--- config.mk ---
export PLATFORM = sky130hd
export DESIGN_NAME = layer_sched
export DESIGN_NICKNAME = d
export VERILOG_FILES = /design/src/rtl/layer_sched_pkg.sv /design/src/rtl/layer_ring.sv /design/src/rtl/layer_sched.sv
export SDC_FILE = /design/constraint.sdc
export NUM_CORES = 1
export LEC_CHECK = 0
export BUFFER_PORTS_ARGS = -buffer_cell sky130_fd_sc_hd__buf_2
export CAP_MARGIN = 25
export CORE_AREA = 2 2 94 141
export CTS_CLUSTER_SIZE = 28
export DETAILED_ROUTE_END_ITERATION = 10
export DIE_AREA = 0 0 96 143
export GPL_TIMING_DRIVEN = 0
export PLACE_DENSITY = 0.87
export SYNTH_ARGS = -nofsm -noshare
export SYNTH_HDL_FRONTEND = slang
export SYNTH_SLANG_ARGS = --single-unit
--- constraint.sdc ---
create_clock -name pclk -period 4.36 [get_ports pclk]
set_input_delay 0.872 -clock pclk [delete_from_list [all_inputs] [get_ports pclk]]
set_output_delay 0.872 -clock pclk [all_outputs]
set_load 0.02 [all_outputs]
--- src/rtl/layer_sched_pkg.sv ---
// Shared types and default geometry for the playfield layer sequencer.
// Optional feature macro used by this slice: LAYER_SCHED_BONUS_EN.
package layer_sched_pkg;

  typedef enum logic [2:0] {
    ST_IDLE  = 3'd0,
    ST_FILL  = 3'd1,
    ST_RUN   = 3'd2,
    ST_SHIFT = 3'd3,
    ST_FETCH = 3'd4
  } state_e;

  localparam int DESC_W      = 7;
  localparam int OFFSET_W    = 8;
  localparam int YPOS_W      = 12;
  localparam int RETIRED_W   = 16;

  localparam int LAYER_PITCH = 150;
  localparam int SCROLL_STEP = 2;
  localparam int BOTTOM_Y    = 650;

endpackage

--- src/rtl/layer_ring.sv ---
// LAYERS-deep descriptor ring: indexed write, shift toward slot 0, per-slot valid.
// Bonus storage exists only when LAYER_SCHED_BONUS_EN is defined.
module layer_ring #(
  parameter int LAYERS = 4,
  parameter int IDX_W  = 2
) (
  input  logic                                      pclk,
  input  logic                                      rst,
  input  logic                                      wr_en,
  input  logic [IDX_W-1:0]                          wr_idx,
  input  logic [layer_sched_pkg::DESC_W-1:0]        map_in,
  input  logic [layer_sched_pkg::DESC_W-1:0]        type_in,
  input  logic [layer_sched_pkg::DESC_W-1:0]        bonus_in,
  input  logic                                      shift_en,
  input  logic                                      clr_valid,
  output logic [LAYERS*layer_sched_pkg::DESC_W-1:0] map_out,
  output logic [LAYERS*layer_sched_pkg::DESC_W-1:0] type_out,
  output logic [LAYERS*layer_sched_pkg::DESC_W-1:0] bonus_out,
  output logic [LAYERS-1:0]                         valid_out
);
  import layer_sched_pkg::*;

  localparam int RING_W = LAYERS * DESC_W;

  logic [RING_W-1:0] map_r;
  logic [RING_W-1:0] type_r;
  logic [LAYERS-1:0] valid_r;

  // Map/type storage and valid bits; clear beats shift beats write.
  always_ff @(posedge pclk) begin
    if (!rst) begin
      map_r   <= {RING_W{1'b0}};
      type_r  <= {RING_W{1'b0}};
      valid_r <= {LAYERS{1'b0}};
    end else if (clr_valid) begin
      valid_r <= {LAYERS{1'b0}};
    end else if (shift_en) begin
      map_r   <= {{DESC_W{1'b0}}, map_r[RING_W-1:DESC_W]};
      type_r  <= {{DESC_W{1'b0}}, type_r[RING_W-1:DESC_W]};
      valid_r <= {1'b0, valid_r[LAYERS-1:1]};
    end else if (wr_en) begin
      map_r[wr_idx*DESC_W +: DESC_W]  <= map_in;
      type_r[wr_idx*DESC_W +: DESC_W] <= type_in;
      valid_r[wr_idx]                 <= 1'b1;
    end
  end

`ifdef LAYER_SCHED_BONUS_EN
  logic [RING_W-1:0] bonus_r;

  // Bonus storage follows the same write/shift rules as the map.
  always_ff @(posedge pclk) begin
    if (!rst) begin
      bonus_r <= {RING_W{1'b0}};
    end else if (clr_valid) begin
      bonus_r <= bonus_r;
    end else if (shift_en) begin
      bonus_r <= {{DESC_W{1'b0}}, bonus_r[RING_W-1:DESC_W]};
    end else if (wr_en) begin
      bonus_r[wr_idx*DESC_W +: DESC_W] <= bonus_in;
    end
  end

  assign bonus_out = bonus_r;
`else
  logic unused_bonus_s;

  assign unused_bonus_s = ^bonus_in;
  assign bonus_out      = {RING_W{1'b0}};
`endif

  assign map_out   = map_r;
  assign type_out  = type_r;
  assign valid_out = valid_r;

endmodule

--- src/rtl/layer_sched.sv ---
// Platform layer sequencer: fills/refills the layer ring and scrolls per frame.
// LAYER_SCHED_BONUS_EN enables bonus-map storage in the ring.
module layer_sched #(
  parameter int LAYERS      = 4,
  parameter int LAYER_PITCH = layer_sched_pkg::LAYER_PITCH,
  parameter int SCROLL_STEP = layer_sched_pkg::SCROLL_STEP,
  parameter int BOTTOM_Y    = layer_sched_pkg::BOTTOM_Y
) (
  input  logic                                      pclk,
  input  logic                                      rst,
  input  logic                                      start,
  input  logic                                      stop,
  input  logic                                      scroll_en,
  input  logic                                      vsync,
  output logic                                      layer_req,
  input  logic                                      layer_ack,
  input  logic [layer_sched_pkg::DESC_W-1:0]        layer_map_in,
  input  logic [layer_sched_pkg::DESC_W-1:0]        block_type_in,
  input  logic [layer_sched_pkg::DESC_W-1:0]        bonus_map_in,
  output logic [LAYERS*layer_sched_pkg::DESC_W-1:0] layer_map_out,
  output logic [LAYERS*layer_sched_pkg::DESC_W-1:0] block_type_out,
  output logic [LAYERS*layer_sched_pkg::DESC_W-1:0] bonus_map_out,
  output logic [LAYERS*layer_sched_pkg::YPOS_W-1:0] ypos_out,
  output logic [LAYERS-1:0]                         layer_valid,
  output logic                                      busy,
  output logic                                      frame_overrun,
  output logic [layer_sched_pkg::RETIRED_W-1:0]     retired_count
);
  import layer_sched_pkg::*;

  localparam int IDX_W = (LAYERS > 1) ? $clog2(LAYERS) : 1;
  localparam int SUM_W = OFFSET_W + 1;

  state_e                     state_r;
  logic [IDX_W-1:0]           fill_cnt_r;
  logic                       vsync_prev_r;
  logic [OFFSET_W-1:0]        offset_r;
  logic [LAYERS*YPOS_W-1:0]   ypos_r;
  logic                       layer_req_r;
  logic                       busy_r;
  logic                       frame_overrun_r;
  logic [RETIRED_W-1:0]       retired_count_r;

  logic                       tick_s;
  logic                       ack_ok_s;
  logic                       start_ok_s;
  logic                       scroll_s;
  logic                       wrap_s;
  logic [SUM_W-1:0]           sum_s;
  logic [OFFSET_W-1:0]        offset_nxt_s;
  logic                       wr_en_s;
  logic [IDX_W-1:0]           wr_idx_s;
  logic                       shift_en_s;

  // Event decode and next-offset arithmetic; stop suppresses every action.
  always_comb begin
    tick_s     = vsync & ~vsync_prev_r;
    ack_ok_s   = layer_ack & layer_req_r & ~stop;
    start_ok_s = start & ~stop & (state_r == ST_IDLE);
    scroll_s   = tick_s & scroll_en & ~stop & (state_r == ST_RUN);
    sum_s      = {1'b0, offset_r} + SUM_W'(SCROLL_STEP);
    wrap_s     = (sum_s >= SUM_W'(LAYER_PITCH));
    if (start_ok_s) begin
      offset_nxt_s = {OFFSET_W{1'b0}};
    end else if (scroll_s) begin
      if (wrap_s) begin
        offset_nxt_s = OFFSET_W'(sum_s - SUM_W'(LAYER_PITCH));
      end else begin
        offset_nxt_s = OFFSET_W'(sum_s);
      end
    end else begin
      offset_nxt_s = offset_r;
    end
    wr_en_s    = ack_ok_s & ((state_r == ST_FILL) | (state_r == ST_FETCH));
    wr_idx_s   = (state_r == ST_FILL) ? fill_cnt_r : IDX_W'(LAYERS - 1);
    shift_en_s = (state_r == ST_SHIFT) & ~stop;
  end

  // Scroll offset and per-slot ypos, updated on the same edge.
  always_ff @(posedge pclk) begin
    if (!rst) begin
      offset_r <= {OFFSET_W{1'b0}};
      ypos_r   <= {(LAYERS*YPOS_W){1'b0}};
    end else begin
      offset_r <= offset_nxt_s;
      if ((state_r != ST_IDLE) || start_ok_s) begin
        for (int k = 0; k < LAYERS; k++) begin
          ypos_r[k*YPOS_W +: YPOS_W] <= YPOS_W'(BOTTOM_Y - k * LAYER_PITCH) + YPOS_W'(offset_nxt_s);
        end
      end
    end
  end

  // Sequencer FSM with registered handshake and status outputs.
  always_ff @(posedge pclk) begin
    if (!rst) begin
      state_r         <= ST_IDLE;
      fill_cnt_r      <= {IDX_W{1'b0}};
      vsync_prev_r    <= 1'b0;
      layer_req_r     <= 1'b0;
      busy_r          <= 1'b0;
      frame_overrun_r <= 1'b0;
      retired_count_r <= {RETIRED_W{1'b0}};
    end else begin
      vsync_prev_r <= vsync;
      if (stop) begin
        state_r     <= ST_IDLE;
        layer_req_r <= 1'b0;
        busy_r      <= 1'b0;
      end else begin
        case (state_r)
          ST_IDLE: begin
            if (start) begin
              state_r         <= ST_FILL;
              fill_cnt_r      <= {IDX_W{1'b0}};
              retired_count_r <= {RETIRED_W{1'b0}};
              frame_overrun_r <= 1'b0;
              busy_r          <= 1'b1;
            end
          end
          ST_FILL: begin
            if (ack_ok_s) begin
              layer_req_r <= 1'b0;
              fill_cnt_r  <= fill_cnt_r + IDX_W'(1);
              if (fill_cnt_r == IDX_W'(LAYERS - 1)) begin
                state_r <= ST_RUN;
                busy_r  <= 1'b0;
              end
            end else begin
              layer_req_r <= 1'b1;
            end
          end
          ST_RUN: begin
            if (scroll_s && wrap_s) begin
              state_r <= ST_SHIFT;
              busy_r  <= 1'b1;
            end
          end
          ST_SHIFT: begin
            retired_count_r <= retired_count_r + RETIRED_W'(1);
            state_r         <= ST_FETCH;
            if (tick_s) begin
              frame_overrun_r <= 1'b1;
            end
          end
          ST_FETCH: begin
            if (tick_s) begin
              frame_overrun_r <= 1'b1;
            end
            if (ack_ok_s) begin
              layer_req_r <= 1'b0;
              state_r     <= ST_RUN;
              busy_r      <= 1'b0;
            end else begin
              layer_req_r <= 1'b1;
            end
          end
          default: begin
            state_r     <= ST_IDLE;
            layer_req_r <= 1'b0;
            busy_r      <= 1'b0;
          end
        endcase
      end
    end
  end

  layer_ring #(
    .LAYERS (LAYERS),
    .IDX_W  (IDX_W)
  ) u_ring (
    .pclk      (pclk),
    .rst       (rst),
    .wr_en     (wr_en_s),
    .wr_idx    (wr_idx_s),
    .map_in    (layer_map_in),
    .type_in   (block_type_in),
    .bonus_in  (bonus_map_in),
    .shift_en  (shift_en_s),
    .clr_valid (stop),
    .map_out   (layer_map_out),
    .type_out  (block_type_out),
    .bonus_out (bonus_map_out),
    .valid_out (layer_valid)
  );

  assign layer_req     = layer_req_r;
  assign busy          = busy_r;
  assign frame_overrun = frame_overrun_r;
  assign retired_count = retired_count_r;
  assign ypos_out      = ypos_r;

endmodule

==> flow_summary_export.csv <==
group,metric,value,unit
timing,final-hold-violation-count,0,
timing,fin_crit_sh,0.968,
cts,clkTransAtPathRegs,0.06,ns
floorplan,die_y,143,microns
route,drt_wl_total,21000,microns
power_and_ir_drop,powerDensity,353,nW/um^2
synthesis,synth_warnings,0,
worst_setup_path,crit-reg2reg-capture,"ypos_out[6]",
synthesis,synth_top_cell_by_area,"dfxtp_1",
power_and_ir_drop,power_leakage,3.61,nW
timing,max_freq,237,MHz
place,place_inst,1122,
timing,slew_viol_final,0,
power_and_ir_drop,power_switching,0.767,mW
synthesis,synthArstFlopShare,0,
layout,drive_gt1_frac,0.248,
global_routing,grt_pass1_wl,32500,microns
layout,mostFrequentLayoutCells,"buf_2 (143), dfxtp_1 (126), nand2_1 (87)",
layout,antennaDiodeCount,0,
job,maxCapViolCount,0,
synthesis,ys_seq_area_frac,0.391,
worst_setup_path,r2r-start,"offset_r[1]",
power_and_ir_drop,clkPwrFrac,0.508,
worst_setup_path,cp.required,4.72,ns
worst_setup_path,start_kind,"flip-flop",
floorplan,fp.dieArea,13700,sq um
timing,worst_pin_slew,1.17,ns
global_routing,grt_antenna_before_repair,0,
floorplan,dieWidth,96,microns
power_and_ir_drop,ir_drop,0.000332,V
layout,nets,1037,
power_and_ir_drop,p_total,2.90,mW
layout,mostFrequentLayoutCell,"buf_2",
layout,syn_to_final_growth,26.2,%
place,dp_hpwl,14900,microns
timing,setup_slack,0.139,ns
synthesis,synth_seq_cells,127,
synthesis,netlist_instances,792,
timing,rsz0062_at_grt,"true",
worst_hold_path,whs_endpoint,"ypos_out[33]",
floorplan,pin_count,183,
worst_hold_path,hp-start,"ypos_out[33]",
global_routing,grt_pass1_vias,6538,
cts,cts.sink_count,127,
timing,setup_viol,0,
layout,finalInstanceArea,8210,sq um
cts,numCtsBuffers,17,
cts,cts_tree,"done",
timing,skew,0.0103,ns
synthesis,syn_area,6500,sq um
worst_setup_path,r2r_cells,15,
synthesis,avgSynthCellArea,8.21,sq um
synthesis,ys_types,71,
route,routedWlPerCell,18.2,microns
route,via_count,6950,
place,placed_area,7520,sq um
worst_setup_path,cp_max_fo,10,
power_and_ir_drop,combPwrFrac,0.080,
worst_setup_path,crit_path_end_kind,"flip-flop",
cts,htreeDepth,4,
power_and_ir_drop,pwr-share-seq,0.412,
layout,final_util,0.659,
place,post-place-ws,-0.150,ns
route,drt_iter0_drc,715,
synthesis,synthFlopType,"dfxtp_1",
floorplan,start_util,0.522,
place,port_buffers,138,
power_and_ir_drop,p_sw_frac,0.265,
timing,tns,0,ns
floorplan,fp-row-count,50,
synthesis,synth_area_leaders,"dfxtp_1 (39%), a21oi_1 (5.6%), nand2_1 (5.0%)",
timing,fin_hold_ws,0.450,ns
power_and_ir_drop,internal-power,2.13,mW
global_routing,grt.overflow.total,0,
worst_hold_path,worstHoldPathCells,2,
route,via_per_inst,6.00,
layout,fin_cells,1158,
route,drc,0,
worst_setup_path,reg2reg_slack,0.14,ns
route,ant_nets,0,
synthesis,synth_top_area_frac,0.391,
place,gp_congestion,0.944,
worst_setup_path,arrival,4.58,ns
floorplan,coreArea,12400,sq um
timing,min_period,4.22,ns
run_status,status,"completed",
timing,max_slew_margin,0.213,
cts,clockBufferDepth,2,
cts,clock_latency,0.43,ns
worst_setup_path,worstSetupPathType,"flip-flop to flip-flop",
worst_hold_path,hold_class,"flip-flop to flip-flop",
route,drt-pass1-iter-count,8,
global_routing,grt_max_degree,17,
cts,root_buffer,"clkbuf_16",
global_routing,grtUsageTotal,0.308,
synthesis,synth_edf_count,0,
-- routing by layer --
layer / part of all wire / track usage / up-vias / routed length, microns
met5: 0 / 0 / - / 0
met4: 0.058 / 0.177 / 0 / 1220
met3: 0.088 / 0.0734 / 103 / 1850
met2: 0.51 / 0.543 / 465 / 10800
met1: 0.34 / 0.325 / 3207 / 7200
li1: - / - / 3175 / -
-- cells in the mapped netlist, drive strengths merged (10+ instances only) --
cell,instances
dfxtp,127
nand2,87
nor2,86
a21oi,77
buf,53
clkbuf,40
nand3,37
o21ai,31
a222oi,28
ha,20
inv,18
a22oi,16
xor2,16
or3,12
and3,10
-- sequential cells by signal, summed over array words and instances, names as in the netlist, 2 cells and up --
| register | cells |
|---|---|
| fill_cnt_r | 2 |
| offset_r | 8 |
| retired_count | 16 |
| state_r | 3 |
| u_ring.map_out | 28 |
| u_ring.type_out | 28 |
| u_ring.valid_out | 4 |
| ypos_out | 34 |
-- critical path, cell delays in order, from the launching register on --
cell      delay (ns)
dfxtp_2         0.42
buf_4           0.22
inv_1           0.07
ha_1            0.37
or4b_4          0.54
or2_1           0.24
a21boi_2        0.24
a21oi_2         0.29
mux2i_2         0.34
mux2i_4         0.36
inv_2           0.12
ha_1            0.19
o21ai_1         0.07
nand3_1         0.21
a211oi_1        0.32
nand3b_1        0.14
-- kinds of logic after synthesis --
logic type               synth area share
adder cells (fa/ha/maj)            0.0385
buffers and inverters              0.0895
other                            0.000577
AO/OA/AOI/OAI                       0.230
flip-flops                          0.391
AND/OR/NAND/NOR                     0.211
XOR/XNOR                           0.0323
multiplexers                      0.00731
-- power by group through the flow --
stage                     clock (mW)  sequential (mW)  combinational [mW]
after floorplan                    0             1.24               0.132
after detailed placement           0             1.22               0.227
final                           1.47             1.19               0.233
after global placement             0             1.22               0.224
after global routing            1.53             1.19               0.252
after CTS                       1.48             1.19               0.228
-- worst max-delay path by stage --
stage,startpoint,end,slack [ns],cells past startpoint
3_5_place_dp,offset_r[1],ypos_out[19],-0.15,14
5_1_grt,offset_r[1],ypos_out[19],-0.01,15
6_report,offset_r[1],ypos_out[6],0.14,15
4_1_cts,offset_r[1],ypos_out[19],0.006,15
2_1_floorplan,offset_r[1],ypos_out[19],0.51,14
3_3_place_gp,offset_r[1],ypos_out[19],-0.11,14
-- repair_timing --
item,4_1_cts,5_1_grt
buffers inserted,3,1
setup endpoints to repair,12,15
resized for setup,3,6
pin swaps,0,1
hold buffers,0,0
-- cell type report --
type / count / area [sq um]
fill: 997 / 4240
timing repair buffer: 142 / 721
multi-input combinational: 590 / 3550
inverter: 18 / 67.6
clock inverter: 14 / 170
tap: 156 / 195
buffer: 93 / 517
clock buffer: 18 / 439
sequential: 127 / 2540
Note: power is estimated with default switching activity, not from simulation.
